**src/rtl/comb_mux_1b_128to1_pkg.sv**
```systemverilog
// Shared sizing constants for the 1-bit 128:1 select primitive and its mux tree.
package comb_mux_1b_128to1_pkg;

  localparam int MUX_NUM_INPUTS = 128;
  localparam int MUX_SEL_W      = $clog2(MUX_NUM_INPUTS);

  // Tree nodes are packed level by level: leaves first, root last.
  // Level k starts at 2n - (2n >> k), so level 0 starts at 0 and the root sits at 2n-2.
  function automatic int level_base(input int n, input int k);
    return (2 * n) - ((2 * n) >> k);
  endfunction

endpackage

```
**src/rtl/comb_mux_1b_128to1_mux2.sv**
```systemverilog
// Single-bit 2:1 mux leaf cell used to build the select tree.
module mux2_1b (
  input  logic a,
  input  logic b,
  input  logic s,
  output logic y
);

  assign y = s ? b : a;

endmodule

```
**src/rtl/comb_mux_1b_128to1.sv**
```systemverilog
// 1-bit 128:1 mux built as a balanced 2:1 tree, plus a registered copy of the result.
module comb_mux_1b_128to1
  import comb_mux_1b_128to1_pkg::*;
#(
  parameter int NUM_INPUTS = MUX_NUM_INPUTS,
  parameter int SEL_W      = $clog2(NUM_INPUTS)
) (
  input  logic                  clk,
  input  logic                  reset,
  input  logic [NUM_INPUTS-1:0] in_,
  input  logic [SEL_W-1:0]      sel,
  output logic                  out,
  output logic                  out_q
);

  localparam int NODES = 2 * NUM_INPUTS - 1;

  logic [NODES-1:0] tree;
  logic             out_d;

  assign tree[NUM_INPUTS-1:0] = in_;

  // Level k+1 node j picks between level k nodes 2j (sel[k]=0) and 2j+1 (sel[k]=1).
  for (genvar k = 0; k < SEL_W; k++) begin : g_level
    localparam int SRC_BASE = level_base(NUM_INPUTS, k);
    localparam int DST_BASE = level_base(NUM_INPUTS, k + 1);
    for (genvar j = 0; j < (NUM_INPUTS >> (k + 1)); j++) begin : g_node
      mux2_1b u_mux2 (
        .a (tree[SRC_BASE + 2 * j]),
        .b (tree[SRC_BASE + 2 * j + 1]),
        .s (sel[k]),
        .y (tree[DST_BASE + j])
      );
    end
  end

  assign out = tree[NODES-1];

  always_comb begin
    out_d = out;
  end

  always_ff @(posedge clk or negedge reset) begin
    if (!reset) begin
      out_q <= 1'b0;
    end else begin
      out_q <= out_d;
    end
  end

endmodule

```
**config.mk**
```make
export PLATFORM = sky130hd
export DESIGN_NAME = comb_mux_1b_128to1
export DESIGN_NICKNAME = d
export VERILOG_FILES = /design/src/rtl/comb_mux_1b_128to1_pkg.sv /design/src/rtl/comb_mux_1b_128to1_mux2.sv /design/src/rtl/comb_mux_1b_128to1.sv
export SDC_FILE = /design/constraint.sdc
export NUM_CORES = 1
export LEC_CHECK = 0
export ABC_AREA = 1
export CORE_UTILIZATION = 30
export DETAILED_ROUTE_END_ITERATION = 8
export GPL_ROUTABILITY_DRIVEN = 0
export GPL_TIMING_DRIVEN = 0
export PLACE_DENSITY = 0.76
export SETUP_SLACK_MARGIN = 0.2
export SKIP_CTS_REPAIR_TIMING = 1
export SYNTH_ARGS = -nofsm -noshare
export SYNTH_HDL_FRONTEND = slang
export SYNTH_HIERARCHICAL = 1
export SYNTH_SLANG_ARGS = --single-unit
```
**constraint.sdc**
```tcl
create_clock -name clk -period 1.1 [get_ports clk]
set_clock_uncertainty 0.1 [all_clocks]
set_input_delay 0.22 -clock clk [delete_from_list [all_inputs] [get_ports clk]]
set_output_delay 0.22 -clock clk [all_outputs]
set_load 0.01 [all_outputs]
```
After elaboration in Yosys (flattened, before gate mapping)
Index checks and enable logic that the tools add are counted.
{ "classes": {"mux": 127} }
{ "ops": {"columns": ["op", "count"], "rows": [
  ["1-bit two-way mux", 127]
]} }
{ "totals": {"regBits": 1, "in_bits": 137, "output_inout_bits": 2, "wordCells": 128} }

Longest topological paths before layout
Gate-level depths: netlist of the first run.
{ "logic_depth": {"word_depth": 7, "mapped_depth": 15, "mapped_depth_nobuf": 15} }

By module
Netlist of the first run, hierarchy kept.
{ "by_module_without_submodules": {"columns": ["module", "n_inst", "cells_per_inst", "area_each_um2", "seq_area_each_um2"], "rows": [
  ["mux2_1b", 127, 4, 15.0, 0.0],
  ["comb_mux_1b_128to1", 1, 1, 25.0, 25.0]
]} }

Worst setup path before layout of the first run
OpenSTA, ideal clock, no wires.
{ "synth_path": {"path_type": "input-to-output", "start": "input port sel[0]", "end": "output port out", "t_arrival_ps": 929, "required_ps": 780, "setup_slack_ps": -149, "path_stages": 15, "path_buffers": 0, "path_cell_list": "inv_1 nand2_1 nand2_1 nand2_1 nand2_1 nand2_1 nand2_1 nand2_1 nand2_1 nand2_1 nand2_1 nand2_1 nand2_1 nand2_1 nand2_1"} }
{ "synth_between": {"elab_chain_len": 7, "elab_cells_between_ends": 127, "cone_classes": "127 x mux"} }
{ "synth_lines": {"columns": ["item", "line", "source"], "rows": [
  ["from (decl)", "comb_mux_1b_128to1.sv:11", "input logic [SEL_W-1:0] sel,"],
  ["1-bit two-way mux", "comb_mux_1b_128to1_mux2.sv:9", "assign y = s ? b : a;"],
  ["named net tree[191]", "comb_mux_1b_128to1.sv:18", "logic [NODES-1:0] tree;"],
  ["1-bit two-way mux", "comb_mux_1b_128to1_mux2.sv:9", null],
  ["named net tree[223]", "comb_mux_1b_128to1.sv:18", null],
  ["1-bit two-way mux", "comb_mux_1b_128to1_mux2.sv:9", null],
  ["named net tree[239]", "comb_mux_1b_128to1.sv:18", null],
  ["1-bit two-way mux", "comb_mux_1b_128to1_mux2.sv:9", null],
  ["named net tree[247]", "comb_mux_1b_128to1.sv:18", null],
  ["1-bit two-way mux", "comb_mux_1b_128to1_mux2.sv:9", null],
  ["named net tree[251]", "comb_mux_1b_128to1.sv:18", null],
  ["1-bit two-way mux", "comb_mux_1b_128to1_mux2.sv:9", null],
  ["named net tree[253]", "comb_mux_1b_128to1.sv:18", null],
  ["1-bit two-way mux", "comb_mux_1b_128to1_mux2.sv:9", null],
  ["to (decl)", "comb_mux_1b_128to1.sv:12", "output logic out,"]
]} }
The timed path passes the listed nets, and every way through them passes these cells.

Final worst setup path of the first run
{ "layout_path": {"start": "input port in_[44]", "end": "output port out"} }
{ "layout_between": {"elab_chain_len": 7} }
{ "layout_lines": {"columns": ["item", "line", "source"], "rows": [
  ["from (decl)", "comb_mux_1b_128to1.sv:10", "input logic [NUM_INPUTS-1:0] in_,"],
  ["1-bit two-way mux", "comb_mux_1b_128to1_mux2.sv:9", null],
  ["named net tree[150]", "comb_mux_1b_128to1.sv:18", null],
  ["1-bit two-way mux", "comb_mux_1b_128to1_mux2.sv:9", null],
  ["named net tree[203]", "comb_mux_1b_128to1.sv:18", null],
  ["1-bit two-way mux", "comb_mux_1b_128to1_mux2.sv:9", null],
  ["named net tree[229]", "comb_mux_1b_128to1.sv:18", null],
  ["1-bit two-way mux", "comb_mux_1b_128to1_mux2.sv:9", null],
  ["named net tree[242]", "comb_mux_1b_128to1.sv:18", null],
  ["1-bit two-way mux", "comb_mux_1b_128to1_mux2.sv:9", null],
  ["named net tree[249]", "comb_mux_1b_128to1.sv:18", null],
  ["1-bit two-way mux", "comb_mux_1b_128to1_mux2.sv:9", null],
  ["named net tree[252]", "comb_mux_1b_128to1.sv:18", null],
  ["1-bit two-way mux", "comb_mux_1b_128to1_mux2.sv:9", null]
]} }
The timed path passes the listed nets, and every way through them passes these cells.

==> out/results.txt, run 1 <==
first-pass GRT wire length: 9840 um
Leakage: 3.22 nW
Area Overhead vs Synth: 106%
Initial Util: 31.9%
post-route minimum period: 1940 ps
CP Data Required Time: 780 ps
DP Wirelength: 4680 um
flip-flop and latch count after synthesis: 1
WS Path Type: in -> out
maxcap violations: 0
Pre-antenna DRT Iters: 5
fraction of layout cells with a size suffix above 1: 7.12%
vias in the first global route: 2524
GRT overflow: 0
area share of the largest cell type after synthesis: 74.0%
Netlist cell types: 3
fmax: 516 MHz
Final ANT Viol Nets: 0
syn_nets: 646
count of input and output buffers: 138
final instance area: 3990 um2
All-Layer GR Usage: 17.3%
EDFF count, synth: 0
Boundary Pins: 139
failing checks: negative setup slack
top flop regs: out_q: 1 flops
worst rel slew slack: 61.1%
final setup vio count: 2
Arr. time, crit path: 1620 ps
TNS Setup: -1430 ps
die span in y: 82.2 um
fin. max-slew vios: 0
Post-synth top cells: nand2_1, inv_1, dfrtp_1
CP endpoint kind: output pin
Top reg by flops: out_q
Die W: 82.2 um
crit path max fanout: 2
largest net degree at the start of global routing: 70
Final period util: 176%
row cnt: 28
routed vias/inst: 4.17
Main synth FF type: dfrtp_1
setup ws final: -838 ps
RSZ-0062 raised after global routing: true
Synth area leaders: nand2_1, inv_1, dfrtp_1
sequential-to-total area share from yosys stat: 1.30%
pre-CTS setup slack: -1930 ps
Hold Violations, Final: 0
Core Footprint: 6060 um2
fillers: 573
sequential standard cell area: 25.0 um2
Synth Warn #: 6
ys async rst share: 100%
startpoint types: input port
critical path launch point: in_[44]
Power Density: 332 nW/um2
DR WL/cell: 9.90 um
Design Power: 1.32 mW
DRC Markers: 0
dpl cell area: 3510 um2
via count: 3066
Post-Synthesis Cell Area: 1930 um2
most frequent cell after synthesis: nand2_1
initial antenna violation count: 0
max reg flops: 1
status: complete, but fails checks
die area: 6760 um2
final net count: 799
Syn Inst Count: 509
Fin Hold WS: 269 ps
diode count: 0
Avg Inst Size Synth: 3.80 um2
clock slew at reported path FFs: 0 ps
Initial DRC Count: 78
final WL: 7280 um
Hold WC Path Type: in -> async
cell accounting for the most synthesized area: nand2_1
maximum VDD drop: 0.276 mV
worst slew pin tran: 582 ps
multi-input logic area: 1450 um2
==> metrics by stage <==
step / std cells / utilization [%]
floorplan: 509 / -
global placement: 722 / 57.1
detailed placement: 724 / 57.9
CTS: 724 / 57.9
global route: 735 / 65.8
finish: 735 / 65.8
==> logic make-up (layout without fill, tap and decap cells) <==
logic type | after synthesis | in the layout | synth area share, %
flip-flops | 1 | 1 | 1.30
AND/OR/NAND/NOR | 381 | 381 | 74.0
buffers and inverters | 127 | 278 | 24.7
==> placed cells by master (no fill, tap or decap) <==
master / count
inv_8: 6
clkinv_4: 1
dlymetal6s2s_1: 81
inv_4: 2
clkbuf_16: 7
dfrtp_1: 1
inv_2: 15
buf_6: 1
buf_4: 2
buf_16: 3
inv_1: 103
clkbuf_4: 1
buf_12: 2
nand2_1: 375
clkdlybuf4s50_1: 53
buf_8: 1
nand2_2: 6
==> how the worst max path moves through the flow <==
| stage | endpoint | slack [ps] |
|---|---|---|
| floorplan | out | -120 |
| global placement | out | -5250 |
| detailed placement | out | -1930 |
| CTS | out | -1940 |
| global route | out | -960 |
| finish | out | -840 |
==> power by group <==
| group | internal, mW | total [mW] | switching [mW] | leakage [nW] |
|---|---|---|---|---|
| registers | 0.0425 | 0.0433 | 0.000798 | 0.0129 |
| logic | 0.723 | 1.28 | 0.558 | 3.21 |
| clock network | 0 | 0 | 0 | 0 |
| total | 0.765 | 1.32 | 0.559 | 3.22 |
==> critical path, stage by stage <==
cell,delay (ps)
clkdlybuf4s50_1,460
nand2_1,40
nand2_1,70
nand2_1,50
nand2_1,60
nand2_1,50
nand2_1,90
nand2_1,50
nand2_1,100
nand2_1,50
nand2_1,50
nand2_1,50
nand2_1,60
nand2_1,60
nand2_2,70
buf_6,100
==> layer usage <==
metal  up-vias  track usage, %  part of all wire (%)
met5         -               0                     0
met4         0            1.05                  0.34
met3         2            2.31                   8.1
met2        87            35.4                    49
met1      1269            19.3                    43
li1       1708               -                     -
==> area by class of cell <==
| type | instances | share of cell area [%] |
|---|---|---|
| Sequential cell | 1 | 0.628 |
| Inverter | 127 | 13.3 |
| Tap cell | 75 | 2.35 |
| Timing Repair Buffer | 151 | 47.4 |
| Multi-Input combinational cell | 381 | 36.3 |
Note: power is estimated with default switching activity, not from simulation.
==> run 2: changes to the inputs <==
--- a/config.mk
+++ b/config.mk
@@ -12,7 +12,6 @@
 export GPL_TIMING_DRIVEN = 0
 export PLACE_DENSITY = 0.76
 export SETUP_SLACK_MARGIN = 0.2
-export SKIP_CTS_REPAIR_TIMING = 1
 export SYNTH_ARGS = -nofsm -noshare
 export SYNTH_HDL_FRONTEND = slang
 export SYNTH_HIERARCHICAL = 1
==> run 2 against run 1 <==
Against the previous run: the flow still finishes with violations (negative setup slack); critical path depth is 3 higher; sequential share of layout area about the same; hold slack about the same; utilization is 2.3 points lower; sequential cell count unchanged; final cell count increased by 0.95%; global-route usage increased by 3.2 points; combinational power is essentially flat.
==> out/results.txt, run 2 (synthesized netlist as in run 1, its figures left out) <==
status: complete, but fails checks (unchanged)
failing checks: negative setup slack (unchanged)
CP endpoint kind: output pin (unchanged)
Pre-antenna DRT Iters: 4 (was 5)
met3 Use GR: 2.20% (was 2.31%)
fillers: 647 (was 573)
clock slew at reported path FFs: 0 ps (about the same)
Hold Violations, Final: 0 (unchanged)
Die W: 82.2 um (unchanged)
Initial DRC Count: 78 (unchanged)
first-pass GRT wire length: 11400 um (was 9840 um)
All-Layer GR Usage: 20.5% (was 17.3%)
GRT overflow: 0 (unchanged)
Switching Power: 0.584 mW (was 0.559 mW)
initial antenna violation count: 0 (unchanged)
CP Data Required Time: 780 ps (about the same)
grt met1 use: 24.5% (was 19.3%)
top flop regs: out_q: 1 flops (unchanged)
CTS Hold Bufs: 0
Initial Util: 31.9% (unchanged)
most frequent cells in the layout: nand2_1, dlygate4sd2_1, inv_1 (was nand2_1, inv_1, dlymetal6s2s_1)
RSZ-0062 raised after global routing: true (unchanged)
cell internal pwr: 0.733 mW (was 0.765 mW)
DR WL/cell: 9.93 um (was 9.90 um)
Leakage: 2.74 nW (was 3.22 nW)
Logic pwr share: 96.7% (about the same)
diode count: 0 (unchanged)
Boundary Pins: 139 (unchanged)
fin. max-slew vios: 0 (unchanged)
worst slew pin tran: 326 ps (was 582 ps)
Area Overhead vs Synth: 99.0% (was 106%)
Top reg by flops: out_q (unchanged)
final net count: 806 (was 799)
M2 GR Usage: 40.3% (was 35.4%)
count of input and output buffers: 138 (unchanged)
worst rel slew slack: 78.3% (was 61.1%)
Final ANT Viol Nets: 0 (unchanged)
die area: 6760 um2 (unchanged)
maxcap violations: 0 (unchanged)
Design Power: 1.32 mW (about the same)
pre-CTS setup slack: -1930 ps (unchanged)
DRC Markers: 0 (unchanged)
via count: 3112 (was 3066)
maximum VDD drop: 0.265 mV (was 0.276 mV)
row cnt: 28 (unchanged)
sw frac: 44.3% (was 42.2%)
post-route minimum period: 1900 ps (was 1940 ps)
die span in y: 82.2 um (unchanged)
Hold WC Path Type: in -> async (unchanged)
Clock Power Share: 0% (about the same)
startpoint types: input port (unchanged)
max reg flops: 1 (unchanged)
final WL: 7370 um (was 7280 um)
layer with the highest usage: met2 (unchanged)
Final period util: 172% (was 176%)
fmax: 527 MHz (was 516 MHz)
Seq pwr share: 3.3% (about the same)
routed vias/inst: 4.19 (was 4.17)
largest net degree at the start of global routing: 33 (was 70)
DP Wirelength: 4680 um (unchanged)
WS Path Type: in -> out (unchanged)
final setup vio count: 2 (unchanged)
setup ws final: -797 ps (was -838 ps)
crit path max fanout: 8 (was 2)
Power Density: 343 nW/um2 (was 332 nW/um2)
vias in the first global route: 2734 (was 2524)
commonest non-fill, non-tap cell in the layout: nand2_1 (unchanged)
Core Footprint: 6060 um2 (unchanged)
fraction of layout cells with a size suffix above 1: 9.90% (was 7.12%)
Arr. time, crit path: 1580 ps (was 1620 ps)
-- run 2: area by class of cell --
cell class	count	area, um2	area share, %
inverter	127	537	14.0
multi-input combinational	381	1460	38.0
sequential	1	25.0	0.651
tap	75	93.8	2.44
timing repair buffer	158	1730	44.9
-- run 2: critical path, stage by stage --
cell and delay (ps):
buf_16 140, buf_16 170, buf_12 130, inv_8 30
nand2_1 30, nand2_1 60, nand2_1 50, nand2_1 50
nand2_1 50, nand2_1 70, nand2_1 50, nand2_1 70
nand2_1 50, nand2_1 60, nand2_1 50, nand2_1 50
nand2_1 50, nand2_2 80, buf_6 100
-- run 2: per-stage QoR --
step | hold slack [ps] | cell area, um2 | std cells | utilization (%) | setup TNS (ps)
floorplan | -176 | 1980 | 509 | - | -147
global placement | 272 | 3460 | 722 | 57.1 | -9850
detailed placement | 270 | 3510 | 724 | 57.9 | -3290
CTS | 272 | 3600 | 732 | 59.4 | -1240
global route | 276 | 3840 | 742 | 63.4 | -1630
finish | 270 | 3840 | 742 | 63.4 | -1370
-- run 2: worst max path at each step --
stage	startpoint	slack, ps	cells after the start	to
floorplan	sel[0]	-120	15	out
global placement	sel[0]	-5250	16	out
detailed placement	sel[2]	-1930	12	out
CTS	in_[49]	-740	16	out
global route	sel[0]	-930	17	out
finish	sel[0]	-800	19	out
-- run 2: power by group through the flow --
stage	Clock, mW	Sequential, mW	Combinational, mW
final	0	0.0436	1.27
after global routing	0	0.0447	1.45
after CTS	0	0.0436	1.17
after detailed placement	0	0.0436	1.20
after global placement	0	0.0435	1.33
after floorplan	0	0.0467	0.480
-- run 2: repair_timing --
action	in CTS	in global routing
cloned	7	4
pin swaps	199	43
setup endpoints to repair	3	3
gates resized for setup	150	25
buffers inserted	1	6
-- run 2: routing by layer --
| layer | share of wire (%) | vias up |
|---|---|---|
| li1 | - | 1725 |
| met1 | 41 | 1296 |
| met2 | 50 | 89 |
| met3 | 8.5 | 2 |
| met4 | 0.34 | 0 |
| met5 | 0 | - |
==> run 3: changes to the inputs <==
--- a/config.mk
+++ b/config.mk
@@ -6,6 +6,7 @@
 export NUM_CORES = 1
 export LEC_CHECK = 0
 export ABC_AREA = 1
+export CAP_MARGIN = 10
 export CORE_UTILIZATION = 30
 export DETAILED_ROUTE_END_ITERATION = 8
 export GPL_ROUTABILITY_DRIVEN = 0
==> run 3 against run 2 <==
Against the previous run: the run still ends with negative setup slack left; largest power group unchanged; global-route usage unchanged; power did not move; critical path depth unchanged; worst setup slack unchanged; first-iteration DRC count did not move; die area did not move; utilization unchanged; final area unchanged; sequential power about the same; critical endpoint unchanged.
==> out/results.txt, run 3 (synthesized netlist as in run 1, its figures left out) <==
All-Layer GR Usage: 20.5% (unchanged)
cell internal pwr: 0.733 mW (unchanged)
Area Overhead vs Synth: 99.0% (unchanged)
initial antenna violation count: 0 (unchanged)
fin util: 63.4% (unchanged)
slowest stage delay, CP: 170 ps (about the same)
Final period util: 172% (unchanged)
CP most frequent cell: nand2_1 (unchanged)
Switching Power: 0.584 mW (unchanged)
Core Footprint: 6060 um2 (unchanged)
WS Path Type: in -> out (unchanged)
sw frac: 44.3% (unchanged)
CP top delay family: simple AND/OR/NAND/NOR gates (unchanged)
post-route minimum period: 1900 ps (unchanged)
fillers: 647 (unchanged)
diode count: 0 (unchanged)
Die W: 82.2 um (unchanged)
via count: 3112 (unchanged)
Critical path buffers and inverters: 5 (unchanged)
vias in the first global route: 2734 (unchanged)
row cnt: 28 (unchanged)
Finished Layout Cells: 742 (unchanged)
Hold Violations, Final: 0 (unchanged)
dpl cell area: 3510 um2 (unchanged)
routed vias/inst: 4.19 (unchanged)
maximum VDD drop: 0.265 mV (unchanged)
Arr. time, crit path: 1580 ps (about the same)
Hold WC Path Type: in -> async (unchanged)
dpl cells: 724 (unchanged)
DR WL/cell: 9.93 um (unchanged)
sequential standard cell area: 25.0 um2 (unchanged)
maxcap violations: 0 (unchanged)
status: complete, but fails checks (unchanged)
Clock Power Share: 0% (about the same)
largest net degree at the start of global routing: 33 (unchanged)
fmax: 527 MHz (unchanged)
Initial DRC Count: 78 (unchanged)
failing checks: negative setup slack (unchanged)
Final ANT Viol Nets: 0 (unchanged)
final WL: 7370 um (unchanged)
fin. max-slew vios: 0 (unchanged)
Critical-path top delay cell: buf_16 (unchanged)
commonest non-fill, non-tap cell in the layout: nand2_1 (unchanged)
CP Data Required Time: 780 ps (about the same)
Initial Util: 31.9% (unchanged)
worst-path cell chain: buf_16 > buf_16 > buf_12 > inv_8 > nand2_1 > nand2_1 > nand2_1 > nand2_1 > nand2_1 > nand2_1 > nand2_1 > nand2_1 > nand2_1 > nand2_1 > nand2_1 > nand2_1 > nand2_1 > nand2_2 > buf_6 (unchanged)
Power Density: 343 nW/um2 (unchanged)
Boundary Pins: 139 (unchanged)
final setup vio count: 2 (unchanged)
DP Wirelength: 4680 um (unchanged)
crit path max fanout: 8 (unchanged)
startpoint types: input port (unchanged)
final instance area: 3840 um2 (unchanged)
most frequent cells in the layout: nand2_1, dlygate4sd2_1, inv_1 (unchanged)
RSZ-0062 raised after global routing: true (unchanged)
GRT overflow: 0 (unchanged)
Leakage: 2.74 nW (unchanged)
Pre-antenna DRT Iters: 4 (unchanged)
stages on the worst setup path: 19 (unchanged)
fraction of layout cells with a size suffix above 1: 9.90% (unchanged)
first-pass GRT wire length: 11400 um (unchanged)
die span in y: 82.2 um (unchanged)
worst rel slew slack: 78.3% (unchanged)
Seq pwr share: 3.3% (about the same)
setup ws final: -797 ps (unchanged)
top flop regs: out_q: 1 flops (unchanged)
CTS Hold Bufs: 0 (unchanged)
pre-CTS setup slack: -1930 ps (unchanged)
max reg flops: 1 (unchanged)
die area: 6760 um2 (unchanged)
final net count: 806 (unchanged)
clock slew at reported path FFs: 0 ps (about the same)
Logic pwr share: 96.7% (about the same)
multi-input logic area: 1460 um2 (unchanged)
Top reg by flops: out_q (unchanged)
count of input and output buffers: 138 (unchanged)
CP endpoint kind: output pin (unchanged)
DRC Markers: 0 (unchanged)
worst slew pin tran: 326 ps (unchanged)
[run 3: cell counts in the layout (fill, tap and decap cells not counted)]
Identical to the previous run, type by type.
[run 3: path summary, 6_finish.rpt]
| kind | start | end | slack (ps) |
|---|---|---|---|
| setup / recovery | sel[0] | out | -800 |
| hold / removal | reset | out_q | 270 |
| max in group asynchronous | reset | out_q | 530 |
| min in group clk | out_q | out_q | 540 |
[run 3: routing by layer]
layer / vias to the layer above / share of wire (%) / global-route usage (%)
met2: 89 / 50 / 40.3
met3: 2 / 8.5 / 2.20
met5: - / 0 / 0
li1: 1725 / - / -
met4: 0 / 0.34 / 1.05
met1: 1296 / 41 / 24.5
[run 3: final cells by class]
| class | instances | share of cell area, % |
|---|---|---|
| inverters | 127 | 14.0 |
| multi-input cells | 381 | 38.0 |
| flip-flops and latches | 1 | 0.651 |
| well taps | 75 | 2.44 |
| repair buffers | 158 | 44.9 |
[run 3: power groups by stage]
stage          Clock [mW]  Sequential [mW]  Combinational [mW]
2_1_floorplan           0           0.0467               0.480
3_3_place_gp            0           0.0435                1.33
3_5_place_dp            0           0.0436                1.20
4_1_cts                 0           0.0436                1.17
5_1_grt                 0           0.0447                1.45
6_report                0           0.0436                1.27
[run 3: through the flow]
stage | hold WS [ps] | power (mW) | TNS, ps
after floorplan | -176 | 0.527 | -147
after global placement | 272 | 1.38 | -9850
after detailed placement | 270 | 1.25 | -3290
after CTS | 272 | 1.22 | -1240
after global routing | 276 | 1.49 | -1630
final | 270 | 1.32 | -1370
[run 3: repair_timing]
action	4_1_cts	5_1_grt
pin swaps	199	43
setup endpoints to repair	3	3
setup buffers	1	6
hold endpoints to repair	0	0
resized for setup	150	25
cloned	7	4
